--- src/rtl/dm_ctrl_pkg.sv ---
// Shared encodings, defaults and request payload for the data-memory port arbiter.
package dm_ctrl_pkg;

   localparam logic [1:0] SZ_BYTE = 2'b00;
   localparam logic [1:0] SZ_HALF = 2'b01;
   localparam logic [1:0] SZ_WORD = 2'b10;
   localparam logic [1:0] SZ_ILL  = 2'b11;

   localparam logic [31:0]  ADDR_LIMIT_DEF     = 32'h0000_4000;
   localparam int unsigned  CPU_STREAK_MAX_DEF = 4;

   typedef struct packed {
      logic        we;
      logic [1:0]  size;
      logic        sext;
      logic [31:0] addr;
      logic [31:0] wd;
   } dm_req_t;

endpackage

--- src/rtl/dm_lane_align.sv ---
// Combinational lane logic for one granted access: error decode, store
// byte-enables/replicated data, and load lane extraction with extension.
module dm_lane_align
   import dm_ctrl_pkg::*;
#(
   parameter logic [31:0] ADDR_LIMIT = ADDR_LIMIT_DEF
) (
   input  dm_req_t     i_req,
   input  logic [31:0] i_mem_rd,
   output logic [3:0]  o_be_c,
   output logic [31:0] o_wd_c,
   output logic [31:0] o_rdata_c,
   output logic        o_err_c
);

   logic [7:0]  w_byte;
   logic [15:0] w_half;

   always_comb begin
      o_err_c = 1'b0;
      case (i_req.size)
         SZ_BYTE: o_err_c = 1'b0;
         SZ_HALF: o_err_c = i_req.addr[0];
         SZ_WORD: o_err_c = |i_req.addr[1:0];
         default: o_err_c = 1'b1;
      endcase
      if (i_req.addr >= ADDR_LIMIT) o_err_c = 1'b1;
   end

   // Enables stay 0 for loads and errored accesses so nothing is written.
   always_comb begin
      o_be_c = 4'b0000;
      o_wd_c = i_req.wd;
      if (i_req.we && !o_err_c) begin
         case (i_req.size)
            SZ_BYTE: begin
               o_be_c = 4'b0001 << i_req.addr[1:0];
               o_wd_c = {4{i_req.wd[7:0]}};
            end
            SZ_HALF: begin
               o_be_c = i_req.addr[1] ? 4'b1100 : 4'b0011;
               o_wd_c = {2{i_req.wd[15:0]}};
            end
            SZ_WORD: o_be_c = 4'b1111;
            default: o_be_c = 4'b0000;
         endcase
      end
   end

   always_comb begin
      w_byte = i_mem_rd[7:0];
      case (i_req.addr[1:0])
         2'd0:    w_byte = i_mem_rd[7:0];
         2'd1:    w_byte = i_mem_rd[15:8];
         2'd2:    w_byte = i_mem_rd[23:16];
         default: w_byte = i_mem_rd[31:24];
      endcase
      w_half = i_req.addr[1] ? i_mem_rd[31:16] : i_mem_rd[15:0];
   end

   always_comb begin
      o_rdata_c = 32'h0;
      if (!i_req.we && !o_err_c) begin
         case (i_req.size)
            SZ_BYTE: o_rdata_c = i_req.sext ? {{24{w_byte[7]}}, w_byte} : {24'h0, w_byte};
            SZ_HALF: o_rdata_c = i_req.sext ? {{16{w_half[15]}}, w_half} : {16'h0, w_half};
            SZ_WORD: o_rdata_c = i_mem_rd;
            default: o_rdata_c = 32'h0;
         endcase
      end
   end

endmodule

--- src/rtl/dm_port_arbiter.sv ---
// Shares the single-port data memory between the CPU MEM stage (C) and a
// DMA/bridge master (D); responses are registered one cycle after grant.
module dm_port_arbiter
   import dm_ctrl_pkg::*;
#(
   parameter logic [31:0] ADDR_LIMIT     = ADDR_LIMIT_DEF,
   parameter int unsigned CPU_STREAK_MAX = CPU_STREAK_MAX_DEF
) (
   input  logic        clk,
   input  logic        reset,
   input  logic        c_req,
   input  logic        c_we,
   input  logic [1:0]  c_size,
   input  logic        c_sext,
   input  logic [31:0] c_addr,
   input  logic [31:0] c_wd,
   output logic        c_gnt,
   output logic        c_rvalid,
   output logic [31:0] c_rdata,
   output logic        c_err,
   input  logic        d_req,
   input  logic        d_we,
   input  logic [1:0]  d_size,
   input  logic        d_sext,
   input  logic [31:0] d_addr,
   input  logic [31:0] d_wd,
   output logic        d_gnt,
   output logic        d_rvalid,
   output logic [31:0] d_rdata,
   output logic        d_err,
   output logic        mem_we,
   output logic [3:0]  mem_be,
   output logic [31:0] mem_addr,
   output logic [31:0] mem_wd,
   input  logic [31:0] mem_rd
);

   localparam int unsigned STREAK_W = $clog2(CPU_STREAK_MAX + 1);
   localparam logic [STREAK_W-1:0] STREAK_SAT = STREAK_W'(CPU_STREAK_MAX);

   logic [STREAK_W-1:0] r_streak;
   logic                r_c_rvalid, r_c_err, r_d_rvalid, r_d_err;
   logic [31:0]         r_c_rdata, r_d_rdata;

   logic        w_c_gnt, w_d_gnt, w_any_gnt, w_d_forced;
   dm_req_t     w_sel;
   logic [3:0]  w_be;
   logic [31:0] w_wd, w_rdata;
   logic        w_err;

   // Grants are suppressed while reset is high so no access slips through.
   always_comb begin
      w_d_forced = (r_streak >= STREAK_SAT);
      w_c_gnt    = !reset && c_req && (!d_req || !w_d_forced);
      w_d_gnt    = !reset && d_req && (!c_req || w_d_forced);
      w_any_gnt  = w_c_gnt || w_d_gnt;
   end

   always_comb begin
      if (w_d_gnt) w_sel = '{we: d_we, size: d_size, sext: d_sext, addr: d_addr, wd: d_wd};
      else         w_sel = '{we: c_we, size: c_size, sext: c_sext, addr: c_addr, wd: c_wd};
   end

   dm_lane_align #(
      .ADDR_LIMIT (ADDR_LIMIT)
   ) u_lane_align (
      .i_req     (w_sel),
      .i_mem_rd  (mem_rd),
      .o_be_c    (w_be),
      .o_wd_c    (w_wd),
      .o_rdata_c (w_rdata),
      .o_err_c   (w_err)
   );

   always_comb begin
      c_gnt    = w_c_gnt;
      d_gnt    = w_d_gnt;
      mem_we   = w_any_gnt && w_sel.we && !w_err;
      mem_be   = w_any_gnt ? w_be : 4'b0000;
      mem_addr = {w_sel.addr[31:2], 2'b00};
      mem_wd   = w_wd;
   end

   // Counts C wins while D waits; any cycle without a D request resets it.
   always_ff @(posedge clk or posedge reset) begin
      if (reset) begin
         r_streak <= '0;
      end else if (!d_req || w_d_gnt) begin
         r_streak <= '0;
      end else if (w_c_gnt && (r_streak < STREAK_SAT)) begin
         r_streak <= r_streak + STREAK_W'(1);
      end
   end

   always_ff @(posedge clk or posedge reset) begin
      if (reset) begin
         r_c_rvalid <= 1'b0;
         r_c_err    <= 1'b0;
         r_c_rdata  <= 32'h0;
         r_d_rvalid <= 1'b0;
         r_d_err    <= 1'b0;
         r_d_rdata  <= 32'h0;
      end else begin
         r_c_rvalid <= w_c_gnt;
         r_c_err    <= w_c_gnt && w_err;
         r_c_rdata  <= w_c_gnt ? w_rdata : 32'h0;
         r_d_rvalid <= w_d_gnt;
         r_d_err    <= w_d_gnt && w_err;
         r_d_rdata  <= w_d_gnt ? w_rdata : 32'h0;
      end
   end

   always_comb begin
      c_rvalid = r_c_rvalid;
      c_err    = r_c_err;
      c_rdata  = r_c_rdata;
      d_rvalid = r_d_rvalid;
      d_err    = r_d_err;
      d_rdata  = r_d_rdata;
   end

endmodule

--- config.mk ---
export PLATFORM = sky130hd
export DESIGN_NAME = dm_port_arbiter
export DESIGN_NICKNAME = d
export VERILOG_FILES = /design/src/rtl/dm_ctrl_pkg.sv /design/src/rtl/dm_lane_align.sv /design/src/rtl/dm_port_arbiter.sv
export SDC_FILE = /design/constraint.sdc
export NUM_CORES = 1
export LEC_CHECK = 0
export ABC_CLOCK_PERIOD_IN_PS = 2300
export CAP_MARGIN = 25
export CORE_ASPECT_RATIO = 1.5
export CORE_MARGIN = 8
export CORE_UTILIZATION = 34
export CTS_BUF_LIST = sky130_fd_sc_hd__clkbuf_4 sky130_fd_sc_hd__clkbuf_8
export DETAILED_ROUTE_END_ITERATION = 12
export PLACE_DENSITY = 0.79
export SLEW_MARGIN = 20
export SYNTH_ARGS = -nofsm -noshare
export SYNTH_HDL_FRONTEND = slang
export SYNTH_SLANG_ARGS = --single-unit
export TNS_END_PERCENT = 100
--- constraint.sdc ---
create_clock -name clk -period 2.3 [get_ports clk]
set_input_delay 0.23 -clock clk [delete_from_list [all_inputs] [get_ports clk]]
set_output_delay 0.23 -clock clk [all_outputs]
set_load 0.1 [all_outputs]
[Yosys cells after proc, flatten, opt, wreduce, memory -nomap -nowiden]
Cells that the tools add are included.
Word-level totals
  input bits: 172
  bits in registers: 71
  logic and storage cells: 60
Cells by class
  order comparisons: 3
  reductions and logical operators: 25
  equality and inequality tests: 4
  muxes and demuxes: 19
  add/subtract/negate cells: 1
  shift operators: 1
Operator list (count)
  32-bit 2-to-1 mux: 6
  32-bit case mux with 3 select lines: 1
  68-bit 2-to-1 mux: 1
  32-bit case mux with 2 select lines: 1
  32-bit by 15-bit greater-or-equal comparator with 1-bit output (second input constant): 1
  8-bit case mux with 3 select lines: 1
  16-bit 2-to-1 mux: 1
  4-bit 2-to-1 mux: 3
  4-bit case mux with 3 select lines: 1
  1-bit logical AND: 11
  1-bit logical NOT: 6
  3-bit 2-to-1 mux: 2
  2-bit by 1-bit == test with 1-bit output (second input constant): 2
  2-bit == test (second input constant): 2
  2-bit logical NOT: 2
  1-bit logical OR: 4
  1-bit by 2-bit left shift with 4-bit output (first input constant): 1
  3-bit by 1-bit adder with 3-bit output (second input constant): 1
  3-bit greater-or-equal comparator (second input constant): 1
  3-bit less-than comparator (second input constant): 1
  1-bit case mux with 3 select lines: 1
  2-bit nonzero test: 1
  2-bit OR reduction: 1
  1-bit 2-to-1 mux: 1

[Depth between registers and ports, before layout]
Gate-level depths: netlist of the first run.
  depth after elaboration: 11
  depth in mapped cells: 9
  mapped depth without buffers: 6

[Hierarchy]
Synthesis of the first run repeated with hierarchy kept, for this count alone.
Unflattened totals
  cells, all modules: 473
  area, all modules: 4967.3 µm²
By module, submodules not included
  dm_port_arbiter: instances 1, area an instance 3540.9 µm², cells an instance 283, sequential area each 1776.7 µm²
  dm_lane_align: instances 1, area an instance 1426.4 µm², cells an instance 190, sequential area each 0.0 µm²

[Worst setup path after synthesis of the first run]
No wires, ideal clock.
  kind: reg2out
  start point: reg r_streak[2]
  end point: out mem_be[2]
  slack: -1.910 ns
  stages on the path, launching flop included: 9
  data arrival time: 3.980 ns
  data required time: 2.070 ns
  path buffers: 3
  cells stage by stage: dfrtp_1 -> nand2b_1 -> buf_2 -> nand2_4 -> buf_4 -> buf_6 -> nor2_1 -> or4_1 -> a211oi_1
On the way
  cells in the longest elaborated chain, start to end: 11
  elaborated cells on any way between the ends: 22
Ends and longest elaborated chain
  from (decl): RTL line dm_port_arbiter.sv:41  | logic [STREAK_W-1:0] r_streak;
  from (signal assigned): RTL line dm_port_arbiter.sv:91  | r_streak <= r_streak + STREAK_W'(1);
  3-bit greater-or-equal comparator *: RTL line dm_port_arbiter.sv:53  | w_d_forced = (r_streak >= STREAK_SAT);
  branches (longest 9 deep; another with 32-bit by 15-bit greater-or-equal comparator with 1-bit output)
  4-bit 2-to-1 mux *: RTL line dm_port_arbiter.sv:79  | mem_be = w_any_gnt ? w_be : 4'b0000;
  to (decl): RTL line dm_port_arbiter.sv:32  | output logic [3:0] mem_be,
Every way passes the cells marked *.

[Final worst setup path of the first run]
Same ends and word-level chain as after synthesis.

==> impl_metrics.tcl, run 1 <==
set metrics [dict create \
    status "complete, but fails checks" \
    violations "setup timing" \
    final_antenna_net_count 0 \
    r2r_cells 10 \
    routed_wl_mm 26.2 \
    core_region_area_um2 14100 \
    synthFlopType "dfrtp_1" \
    cp_cell_sequence "buf_4, nand2_2, and3_4, a31oi_1, or4_4, a211oi_4, buf_12" \
    power_switching_share 0.412 \
    wl_per_cell_um 22.4 \
    ys_async_sr_fraction 1.00 \
    synth_top_family_by_area "compound AO/OA/AOI/OAI gates" \
    dr.pass1.iters 7 \
    netlist_area_um2 4890 \
    cts_tree "yes" \
    yosys.cell_types.count 51 \
    p_sw_mw 1.85 \
    max_stage_delay_ns 0.62 \
    report.final.slew_viol_count 0 \
    fin_worst_skew_ns 0.0152 \
    setup_slack_ns -0.269 \
    place_ws_ns -0.481 \
    die_w_um 114 \
    worst-path-buf-inv 2 \
    synthAdderAreaFrac 0.00256 \
    cts.sinks 71 \
    required_ns 2.07 \
    grt-ovfl-total 0 \
    cts_root_buffer "clkbuf_8" \
    pwr-share-seq 0.280 \
    combPwrFrac 0.508 \
    fmax_mhz 389 \
    place_congestion 0.946 \
    layout-drive-gt1-share 0.452 \
    track_usage 0.274 \
    ctsHoldBuffers 0 \
    antenna_found_initial 3 \
    worst_setup_path_end_kind "output pin" \
    path_depth 7 \
    synthTopCellsByArea "dfrtp_1 (36%), mux2i_1 (12%), nand2_1 (9.5%), a211oi_1 (4.0%), a21oi_1 (3.0%)" \
    rows 53 \
    rsz0062_at_grt "yes" \
    setup_viol 34 \
    synth-edff-count 0 \
    nets 1144 \
    min_path_type "in -> async" \
    ys_seq_elements 71 \
    seq_area_frac_synth 0.363 \
    grt_max_degree 40 \
    cp_max_fo 5 \
    max-vdd-ir-drop_uv 268 \
    grt_pass1_wl_mm 39.0 \
    internal_power_mw 2.63 \
    cts_inserted_buffers 9 \
    whs_ns 0.339 \
    path_delay_family "simple AND/OR/NAND/NOR gates" \
    cp_slowest_cell "or4_4" \
    maxCapViolCount 0 \
    viasPerCell 5.51 \
    yosysMostFrequentCell "nand2_1" \
    hpwlAfterDp_mm 20.8 \
    netlist_top_cells_count "nand2_1 (124), dfrtp_1 (71), mux2i_1 (61), a21oi_1 (29), clkbuf_1 (29)" \
    period_share 1.12 \
    area_growth_pct 124 \
    power_mw 4.48 \
    p_leak_nw 4.94 \
    first_iter_violations 311 \
    grt_pass1_vias 6918 \
    cp-start-kind "register" \
    cts_buffer_depth 2 \
    htreeDepth 3 \
    synth_compound_gate_area_share 0.232 \
    vias 6443 \
    synth_top_area_share 0.363 \
    syn_area_per_cell_um2 8.69 \
    clkTransAtPathRegs_ns 0.09 \
    synthMuxAreaShare 0.150 \
    portBuffers 308 \
    period_minus_slack_ns 2.57 \
    p_per_area_nw_per_um2 408 \
    die_area_um2 18600 \
    arrival_ns 2.34 \
    die_y_um 163 \
    pin_count 311 \
    start_util 0.348 \
    p_clk_frac 0.212 \
    clk_latency_ns 0.36 \
    fillerInstances 908 \
    hold_violations 0 \
    yosysTopAreaCell "dfrtp_1" \
    drc 0 \
    yosysWarnings 0 \
    postSynthCellCount 563 \
    synth-simple-area-share 0.193 \
    synth_xor_area_frac 0 \
    timing.setup.tns_ns -6.05 \
    critical_path_class "reg -> out" \
]
[power by group through the flow]
stage               logic (mW)  registers, mW  clock network [mW]
floorplan                 1.12           1.30                   0
global placement          2.13           1.28                   0
detailed placement        2.15           1.28                   0
CTS                       2.23           1.25               0.957
global route              2.36           1.25                1.00
finish                    2.28           1.25               0.949
[cell type report]
type	instances	area, µm²	share of cell area
tap	192	240	0.0219
clock buffer	9	124	0.0113
timing repair buffer	450	4970	0.452
clock inverter	7	61.3	0.00558
antenna	2	5.00	0.000456
multi-input combinational	429	3760	0.343
inverter	10	43.8	0.00399
sequential	71	1780	0.162
[through the flow]
| step | area (µm²) | cells | utilization |
|---|---|---|---|
| after floorplan | 5510 | 564 | - |
| after global routing | 11000 | 1170 | 0.781 |
| after global placement | 10100 | 1134 | 0.722 |
| final | 11000 | 1170 | 0.781 |
| after detailed placement | 10100 | 1134 | 0.722 |
| after CTS | 10800 | 1164 | 0.770 |
[cells in the final DEF (no fill, tap or decap), types with 6 or more instances in the layout]
cell type	count
buf_4	176
clkdlybuf4s50_1	145
nand2_1	93
buf_12	81
dfrtp_1	71
mux2i_4	32
nand2_2	31
mux2i_1	28
a21oi_1	27
dlygate4sd2_1	23
a31oi_1	18
a211oi_2	17
buf_6	16
nand2b_1	14
a311oi_1	13
and3_1	12
a21boi_0	9
o211ai_1	9
a211oi_1	9
a22oi_1	9
clkbuf_8	9
inv_1	7
nor2_1	7
a311o_1	7
a222oi_1	7
nor2b_1	6
mux2_4	6
[metal layers]
layer,global-route usage,up-vias,wire length [µm]
li1,-,2897,-
met3,0.0776,74,2320
met4,0.115,2,1040
met1,0.264,3074,8590
met5,0,-,8
met2,0.525,396,14300
[tightest hold or removal path, cell delays in order]
cell	delay, ns
dlygate4sd2_1	0.27
buf_4	0.17
clkinvlp_4	0.07
buf_4	0.37
[path summary, 6_finish.rpt]
check,startpoint,to,slack [ns]
min in group clk,d_req,r_streak[2]$_DFFE_PP0P_,0.43
max in group asynchronous,reset,d_rdata[24]$_DFF_PP0_,1.14
setup reg to reg,r_streak[2]$_DFFE_PP0P_,c_rdata[6]$_DFF_PP0_,0.01
setup / recovery,r_streak[2]$_DFFE_PP0P_,mem_be[2],-0.27
hold reg to reg,r_streak[1]$_DFFE_PP0P_,r_streak[1]$_DFFE_PP0P_,0.57
hold / removal,reset,d_rdata[25]$_DFF_PP0_,0.34
[repair_timing]
item,in CTS,in global routing
setup buffers,11,3
resized for setup,93,24
setup endpoints to repair,69,48
cloned,4,1
pin swaps,25,9
[cell families after synthesis]
family,after synthesis
buf+inv,64
other cells,1
fa+ha+maj,1
simple gates,203
mux,72
flops,71
compound gates,151
[state kept, by name, indices dropped and copies added, names as in the netlist]
signal and count:
c_err 1, c_rdata 32, d_rdata 32, r_streak 3
d_rvalid 1, d_err 1, c_rvalid 1
Power figures use the tool's default switching activity.
==> inputs of run 2 (changes only) <==
--- a/config.mk
+++ b/config.mk
@@ -5,13 +5,14 @@
 export SDC_FILE = /design/constraint.sdc
 export NUM_CORES = 1
 export LEC_CHECK = 0
-export ABC_CLOCK_PERIOD_IN_PS = 2300
+export ABC_CLOCK_PERIOD_IN_PS = 2100
 export CAP_MARGIN = 25
 export CORE_ASPECT_RATIO = 1.5
-export CORE_MARGIN = 8
+export CORE_MARGIN = 2
 export CORE_UTILIZATION = 34
 export CTS_BUF_LIST = sky130_fd_sc_hd__clkbuf_4 sky130_fd_sc_hd__clkbuf_8
 export DETAILED_ROUTE_END_ITERATION = 12
+export GPL_ROUTABILITY_DRIVEN = 0
 export PLACE_DENSITY = 0.79
 export SLEW_MARGIN = 20
 export SYNTH_ARGS = -nofsm -noshare
==> constraint.sdc (replaced) <==
create_clock -name clk -period 2.1 [get_ports clk]
set_input_delay 0.21 -clock clk [delete_from_list [all_inputs] [get_ports clk]]
set_output_delay 0.21 -clock clk [all_outputs]
set_load 0.1 [all_outputs]
==> impl_metrics.tcl, run 2 (synthesis gave the netlist of run 1 again) <==
set metrics [dict create \
    dr.pass1.iters 6 \
    die_y_um 151 \
    grt_max_degree 39 \
    tightest_slew_ns 0.886 \
    grt_pass1_vias 7248 \
    internal_power_mw 3.11 \
    antenna_found_initial 0 \
    rsz0062_at_grt "yes" \
    cts_tree "yes" \
    start_util 0.348 \
    pwr-share-seq 0.258 \
    ff_latch_area_um2 1780 \
    status "complete, but fails checks" \
    cts_buffer_depth 2 \
    setup_slack_ns -0.527 \
    p_clk_frac 0.216 \
    critical_path_class "reg -> out" \
    p_per_area_nw_per_um2 442 \
    cts.sinks 71 \
    first_iter_violations 726 \
    layout_commonest_cell "buf_4" \
    wl_per_cell_um 26.4 \
    final_cell_mix "buf_4 (177), clkdlybuf4s50_1 (146), buf_12 (82)" \
    report.final.slew_viol_count 0 \
    p_sw_mw 2.20 \
    max_stage_delay_ns 0.44 \
    grt_pass1_wl_mm 41.5 \
    place_ws_ns -0.705 \
    p_leak_nw 5.32 \
    track_usage 0.364 \
    period_share 1.25 \
    nets 1181 \
    worst-path-buf-inv 3 \
    cts_root_buffer "clkbuf_8" \
    ctsHoldBuffers 0 \
    fin_worst_skew_ns 0.00726 \
    layout-drive-gt1-share 0.539 \
    required_ns 1.89 \
    combPwrFrac 0.526 \
    power_switching_share 0.415 \
    diodes 0 \
    clkTransAtPathRegs_ns 0.08 \
    violations "setup timing" \
    htreeDepth 3 \
    fillerInstances 682 \
    core_region_area_um2 14100 \
    max-vdd-ir-drop_uv 298 \
    cp_cell_sequence "nand2b_4, nand2_8, buf_12, buf_16, mux2i_1, mux2_4, mux2i_4, buf_12" \
    hold_violations 0 \
    max-slew-margin-rel 0.407 \
    whs_ns 0.324 \
    die_w_um 102 \
    area_growth_pct 146 \
    setup_viol 132 \
    fmax_mhz 381 \
    portBuffers 308 \
    path_delay_family "multiplexers" \
    final_antenna_net_count 0 \
    period_minus_slack_ns 2.63 \
    hpwlAfterDp_mm 19.8 \
    arrival_ns 2.42 \
    die_area_um2 15400 \
    multiInputGateArea_um2 4240 \
    cp_common_cell "buf_12" \
    r2r_slack_ns -0.37 \
    rows 53 \
    clk_latency_ns 0.36 \
    drc 0 \
    cp_max_fo 8 \
    viasPerCell 6.01 \
    grt-ovfl-total 0 \
    cp_slowest_cell "mux2i_1" \
    min_path_type "in -> async" \
    pin_count 311 \
    worst_setup_path_end_kind "output pin" \
    maxCapViolCount 0 \
    cp-start-kind "register" \
    routed_wl_mm 31.8 \
    vias 7241 \
    cts_inserted_buffers 9 \
]
[run 2: metrics by stage]
step | setup TNS [ns] | instance area (µm²) | cells | power, mW | util
after global placement | -52.51 | 10300 | 1132 | 3.76 | 0.731
after CTS | -25.92 | 11500 | 1187 | 5.10 | 0.817
after global routing | -37.53 | 12000 | 1205 | 5.42 | 0.855
after detailed placement | -60.77 | 10300 | 1132 | 3.80 | 0.731
final | -32.56 | 12000 | 1205 | 5.32 | 0.855
after floorplan | -24.48 | 5680 | 564 | 2.69 | -
[run 2: worst paths after layout]
path | cells after the start | end | start
max in group asynchronous | 5 | c_rdata[9]$_DFF_PP0_ | reset
worst min register to register | 2 | r_streak[1]$_DFFE_PP0P_ | r_streak[1]$_DFFE_PP0P_
worst max-delay path | 8 | mem_wd[31] | r_streak[2]$_DFFE_PP0P_
worst max register to register | 10 | d_rdata[2]$_DFF_PP0_ | r_streak[2]$_DFFE_PP0P_
worst min-delay path | 4 | r_streak[2]$_DFFE_PP0P_ | reset
min in group clk | 4 | d_err$_DFF_PP0_ | d_addr[14]
[run 2: layout make-up]
type                    instances  share of cell area
clock buffers                   9              0.0103
clock inverters                 7             0.00655
inverters                      10             0.00583
multi-input cells             429               0.352
flip-flops and latches         71               0.148
well taps                     192              0.0200
repair buffers                487               0.457
[run 2: tightest hold or removal path: stages]
cell           delay, ns
dlygate4sd2_1       0.28
buf_4               0.18
clkinvlp_4          0.07
buf_4               0.39
[run 2: layer usage]
metal | track usage | part of all wire | up-vias
li1 | - | - | 2972
met1 | 0.388 | 0.31 | 3425
met2 | 0.657 | 0.50 | 647
met3 | 0.0863 | 0.11 | 197
met4 | 0.183 | 0.076 | 0
met5 | 0 | 0 | -
[run 2: power groups by stage]
stage	sequential (mW)	clock [mW]	combinational, mW
finish	1.37	1.15	2.79
CTS	1.37	1.13	2.60
global placement	1.40	0	2.36
floorplan	1.43	0	1.26
global route	1.37	1.19	2.85
detailed placement	1.40	0	2.40
[run 2: repair_timing]
action	in CTS	in global routing
setup buffers	41	20
gates resized for setup	154	102
pin swaps	37	39
gates cloned	10	5
setup endpoints to repair	132	132
==> patch 1, RTL diff (config.mk and constraints of run 1) <==
Register the output `c_err`, with the module's reset; this adds one clock of latency there. The other outputs are not delayed to match.
--- a/src/rtl/dm_port_arbiter.sv
+++ b/src/rtl/dm_port_arbiter.sv
@@ -38,4 +38,6 @@
    localparam int unsigned STREAK_W = $clog2(CPU_STREAK_MAX + 1);
    localparam logic [STREAK_W-1:0] STREAK_SAT = STREAK_W'(CPU_STREAK_MAX);
+
+   logic c_err_d;
 
    logic [STREAK_W-1:0] r_streak;
@@ -113,5 +115,5 @@
    always_comb begin
       c_rvalid = r_c_rvalid;
-      c_err    = r_c_err;
+      c_err_d  = r_c_err;
       c_rdata  = r_c_rdata;
       d_rvalid = r_d_rvalid;
@@ -120,4 +122,12 @@
    end
 
+   always_ff @(posedge clk or posedge reset) begin
+      if (reset) begin
+         c_err <= '0;
+      end else begin
+         c_err <= c_err_d;
+      end
+   end
+
 endmodule
 
Formal check against the unedited RTL: not equivalent (a bounded check fails within 4 cycles, from zero or initial values and one cycle with reset high).
==> patch 1 against run 1 <==
  * The flow still finishes with violations (negative setup slack)
  * Design area grew 1.9%
  * Setup slack worse by 0.089 ns
  * Power rose by 3.2%
  * Area after synthesis up 0.51%
  * Clock skew fell by 0.0029 ns
  * Combinational power up 2%
  * Sequential cell count grew 1
  * Wire length is 7.5% higher
  * Count of clock-buffer cells in the layout is 1 higher
  * Largest cell class unchanged
  * Largest power group unchanged
==> patch 1: results (changes against run 1) <==
| Metric | Value |
|---|---|
| Clk root buf | `clkbuf_8` |
| Worst path arrival time | `2.43 ns (+0.09 ns)` |
| Vias/cell | `5.62 (+2.1%)` |
| Mux contribution to synthesized area | `14.9% (-0.076 points)` |
| Async SR Flop Fraction | `100% (unchanged)` |
| CP max-delay cell | `dfrtp_1` |
| CTS Buf Count | `9 (unchanged)` |
| Clock Pin Slew Worst Setup and Hold Paths | `0.09 ns (about the same)` |
| XOR/XNOR share of the synthesized area | `0% (unchanged)` |
| Final WL | `28200 µm (+7.5%)` |
| CTS Buffer Depth | `2 (unchanged)` |
| Share of cells above drive strength 1 | `45.2% (about the same)` |
| Port Buf Inserts | `308 (unchanged)` |
| Drt pass-1 iters | `6 (-1)` |
| Placed wire-length estimate | `21000 µm (+0.99%)` |
| Power Density | `413 mW/mm² (+1.3%)` |
| Net switching power | `1.83 mW (-0.64%)` |
| Failing checks | `negative setup slack` |
| Final worst slack | `-0.358 ns (-0.0888 ns)` |
| Outcome | `complete, but fails checks` |
| Syn. warnings | `0 (unchanged)` |
| # fillers | `875 (-3.6%)` |
| Hold Path Class | `primary input to async pin` |
| Antenna violations before repair | `1 (-2)` |
| Largest net degree at the start of global routing | `47 (+18%)` |
| Leakage Power | `5.14 nW (+4.0%)` |
| Seq/Total Area, Yosys | `36.6% (+0.32 points)` |
| RD Place Congestion | `0.937 (-1.0%)` |
| Yosys cell types | `51 (unchanged)` |
| Synth area leaders | `dfrtp_1, mux2i_1, nand2_1` |
| P_clk | `1.02 mW (+7%)` |
| First-pass GRT wire length | `39200 µm (+0.62%)` |
| Top_reg_cell synth | `dfrtp_1` |
| Final setup fails | `50 (+47%)` |
| Slew at the pin with the worst max-slew slack | `0.551 ns` |
| Worst skew pair latency | `0.36 ns (about the same)` |
| # nets final | `1149 (+0.44%)` |
| Complex-gate fraction of the synthesized area | `23.1% (-0.12 points)` |
| Vias in the first global route | `6947 (+0.42%)` |
| Peak VDD IR | `0.313 mV (+17%)` |
| DRT iter0 DRCs | `321 (+3.2%)` |
| Top Consumer | `combinational cells` |
| Crit path max-delay family | `buffers and inverters` |
| Tot GR Track Use | `27.5% (+0.16 points)` |
| Sequential cell power | `1.27 mW` |
| Layout Skew | `0.0122 ns (-0.00293 ns)` |
| Post-synthesis adder-cell area fraction | `0.254% (-0.0013 points)` |
| Slowest cell delay on critical path | `0.44 ns (-0.18 ns)` |
| Setup TNS | `-9.52 ns (-3.48 ns)` |
| Post-synth top cells | `nand2_1, dfrtp_1, mux2i_1` |
| H-tree depth | `3 (unchanged)` |
| Crit-path max FO | `8 (+3)` |
| Hold-fix buffers, CTS | `0 (unchanged)` |
patch 1: path summary, 6_finish.rpt:
path,startpoint,end,slack [ns],depth (start not counted)
worst max-delay path,r_streak[2],mem_wd[27],-0.36,8
worst min-delay path,reset,d_err,0.35,4
worst max register to register,r_streak[2],c_rdata[10],-0.02,8
worst min register to register,c_err_d,c_err,0.36,0
max in group asynchronous,reset,c_rdata[18],1.08,5
min in group clk,c_err_d,c_err,0.36,0
patch 1: per-layer routing:
metal / global-route usage (%) / share of wire [%]
met4: 15.5 / 5.6
met2: 50.9 / 54
met5: 0 / 0
met3: 6.29 / 7.4
met1: 27.6 / 33
patch 1: final cells by class:
| type | count | area, µm² | area share [%] |
|---|---|---|---|
| Multi-Input combinational cell | 429 | 3760 | 33.6 |
| Clock inverter | 6 | 67.6 | 0.604 |
| Tap cell | 196 | 245 | 2.19 |
| Inverter | 10 | 61.3 | 0.548 |
| Sequential cell | 72 | 1800 | 16.1 |
| Timing Repair Buffer | 454 | 5100 | 45.6 |
| Clock buffer | 10 | 138 | 1.23 |
| Antenna cell | 1 | 2.50 | 0.0224 |
patch 1: what timing repair did:
| action | 4_1_cts | 5_1_grt |
|---|---|---|
| pin swaps | 15 | 33 |
| resized for setup | 64 | 87 |
| setup buffers | 19 | 15 |
| setup endpoints to repair | 109 | 115 |
| gates cloned | 3 | 2 |
patch 1: metrics by stage:
step | hold WS, ns | instance area [µm²] | setup WS, ns | utilization, % | cells
after CTS | 0.354 | 10700 | -0.323 | 74.9 | 1162
after global routing | 0.370 | 11200 | -0.387 | 78.1 | 1178
after detailed placement | 0.346 | 10100 | -0.471 | 70.2 | 1126
final | 0.351 | 11200 | -0.358 | 78.1 | 1178
after global placement | 0.347 | 10100 | -0.395 | 70.2 | 1126
after floorplan | 0.331 | 5530 | -0.441 | - | 565
==> patch 2, RTL diff (settings of run 1) <==
Made on the original files. Change the package constant `CPU_STREAK_MAX_DEF` from 4 to 8.
--- a/src/rtl/dm_ctrl_pkg.sv
+++ b/src/rtl/dm_ctrl_pkg.sv
@@ -8,5 +8,5 @@
 
    localparam logic [31:0]  ADDR_LIMIT_DEF     = 32'h0000_4000;
-   localparam int unsigned  CPU_STREAK_MAX_DEF = 4;
+   localparam int unsigned  CPU_STREAK_MAX_DEF = 8;
 
    typedef struct packed {
Function: changed (a bounded check fails within 10 cycles, from zero or initial values and one cycle with reset high).
==> patch 2 against run 1 <==
  * The flow still finishes with violations (negative setup slack)
  * Critical path type unchanged
  * Design area decreased by 3.6%
  * Setup slack better by 0.080 ns
  * Wire length decreased by 16%
  * Global-route usage shrank 4.9 points
  * Power down 3.7%
  * Largest power group unchanged
  * Clock power decreased by 7.0%
  * Critical path depth up 3
  * Worst hold slack worse by 0.073 ns
  * Sequential cell count grew 1
  * Area after synthesis up 5.1%
  * Die area grew 4.4%
  * Register-to-register slack improved by 0.05 ns
  * Count of clock-buffer cells in the layout up 2
  * Sequential share of layout area is 0.84 points higher
==> patch 2: results (changes against run 1) <==
| Metric | Value |
|---|---|
| Outcome | `complete, but fails checks` |
| Failing checks | `negative setup slack` |
| Leakage Power | `4.93 nW (-0.24%)` |
| R2R Path Start | `r_streak[3]` |
| Hold slack | `0.266 ns (-0.0729 ns)` |
| Flop2flop setup slack | `0.06 ns (+0.05 ns)` |
| Peak VDD IR | `0.336 mV (+25%)` |
| Seq Cell Count | `72 (+1.4%)` |
| Complex-gate fraction of the synthesized area | `24.8% (+1.6 points)` |
| Yosys cell types | `54 (+5.9%)` |
| First-pass GRT wire length | `33700 µm (-14%)` |
| Post-synthesis adder-cell area fraction | `0.487% (+0.23 points)` |
| Fin cells | `1165 (-0.43%)` |
| RD Place Congestion | `0.846 (-11%)` |
| Clock buf/inv share | `1.68% (-0.0083 points)` |
| Drt pass-1 iters | `5 (-2)` |
| Placed wire-length estimate | `18400 µm (-12%)` |
| Mux contribution to synthesized area | `14.4% (-0.65 points)` |
| Crit path max-delay family | `buffers and inverters` |
| # clk buffers | `11 (+2)` |
| Seq/Total Area, Yosys | `35.0% (-1.3 points)` |
| Crit-path max FO | `6 (+1)` |
| Switching share of power | `39.1% (-2.1 points)` |
| Antenna violations before repair | `2 (-1)` |
| Vias in the first global route | `6445 (-6.8%)` |
| DR vias | `6016 (-6.6%)` |
| Post-synth top cells | `nand2_1, dfrtp_1, mux2i_1` |
| Synth Area per Inst | `9.10 µm² (+4.7%)` |
| Final worst slack | `-0.189 ns (+0.0797 ns)` |
| Pre-CTS setup slack | `-0.407 ns (+0.0736 ns)` |
| Final non-clock buffer share | `44.8% (-0.47 points)` |
| Slowest cell delay on critical path | `0.35 ns (-0.27 ns)` |
| Share of cells above drive strength 1 | `42.3% (-2.9 points)` |
| CP max-delay cell | `dfrtp_1` |
| Final setup fails | `30 (-12%)` |
| Tot GR Track Use | `22.4% (-4.9 points)` |
| Non-clock buffers | `433 (-3.8%)` |
| Wire per inst | `19.0 µm (-15%)` |
| Setup crit end | `mem_be[1]` |
==> patch 2: changes by cell type after synthesis, moves of 6 or more <==
cell / delta
a211oi_1: -17
a311oi_1: -16
clkbuf_1: -16
a31oi_2: +14
a21oi_2: +10
buf_4: +8
buf_6: +8
o211a_1: +7
nand2b_1: -6
==> patch 2: power by group through the flow <==
stage | clock network [mW] | logic, mW | registers [mW]
6_report | 0.883 | 2.16 | 1.27
4_1_cts | 0.895 | 2.13 | 1.27
3_3_place_gp | 0 | 2.10 | 1.30
3_5_place_dp | 0 | 2.12 | 1.30
2_1_floorplan | 0 | 1.12 | 1.32
5_1_grt | 0.951 | 2.24 | 1.27
==> patch 2: metal layers <==
metal	GRT usage (%)	up-vias	routed length (µm)
met5	0	-	10
met4	8.56	2	735
met3	6.44	47	1850
met2	44.2	276	12500
met1	20.3	2851	7060
li1	-	2840	-
==> patch 2: timing repair <==
item,CTS,global route
resized for setup,51,22
buffers inserted,4,9
setup endpoints to repair,66,63
pin swaps,18,6
endpoints found under the hold margin,0,0
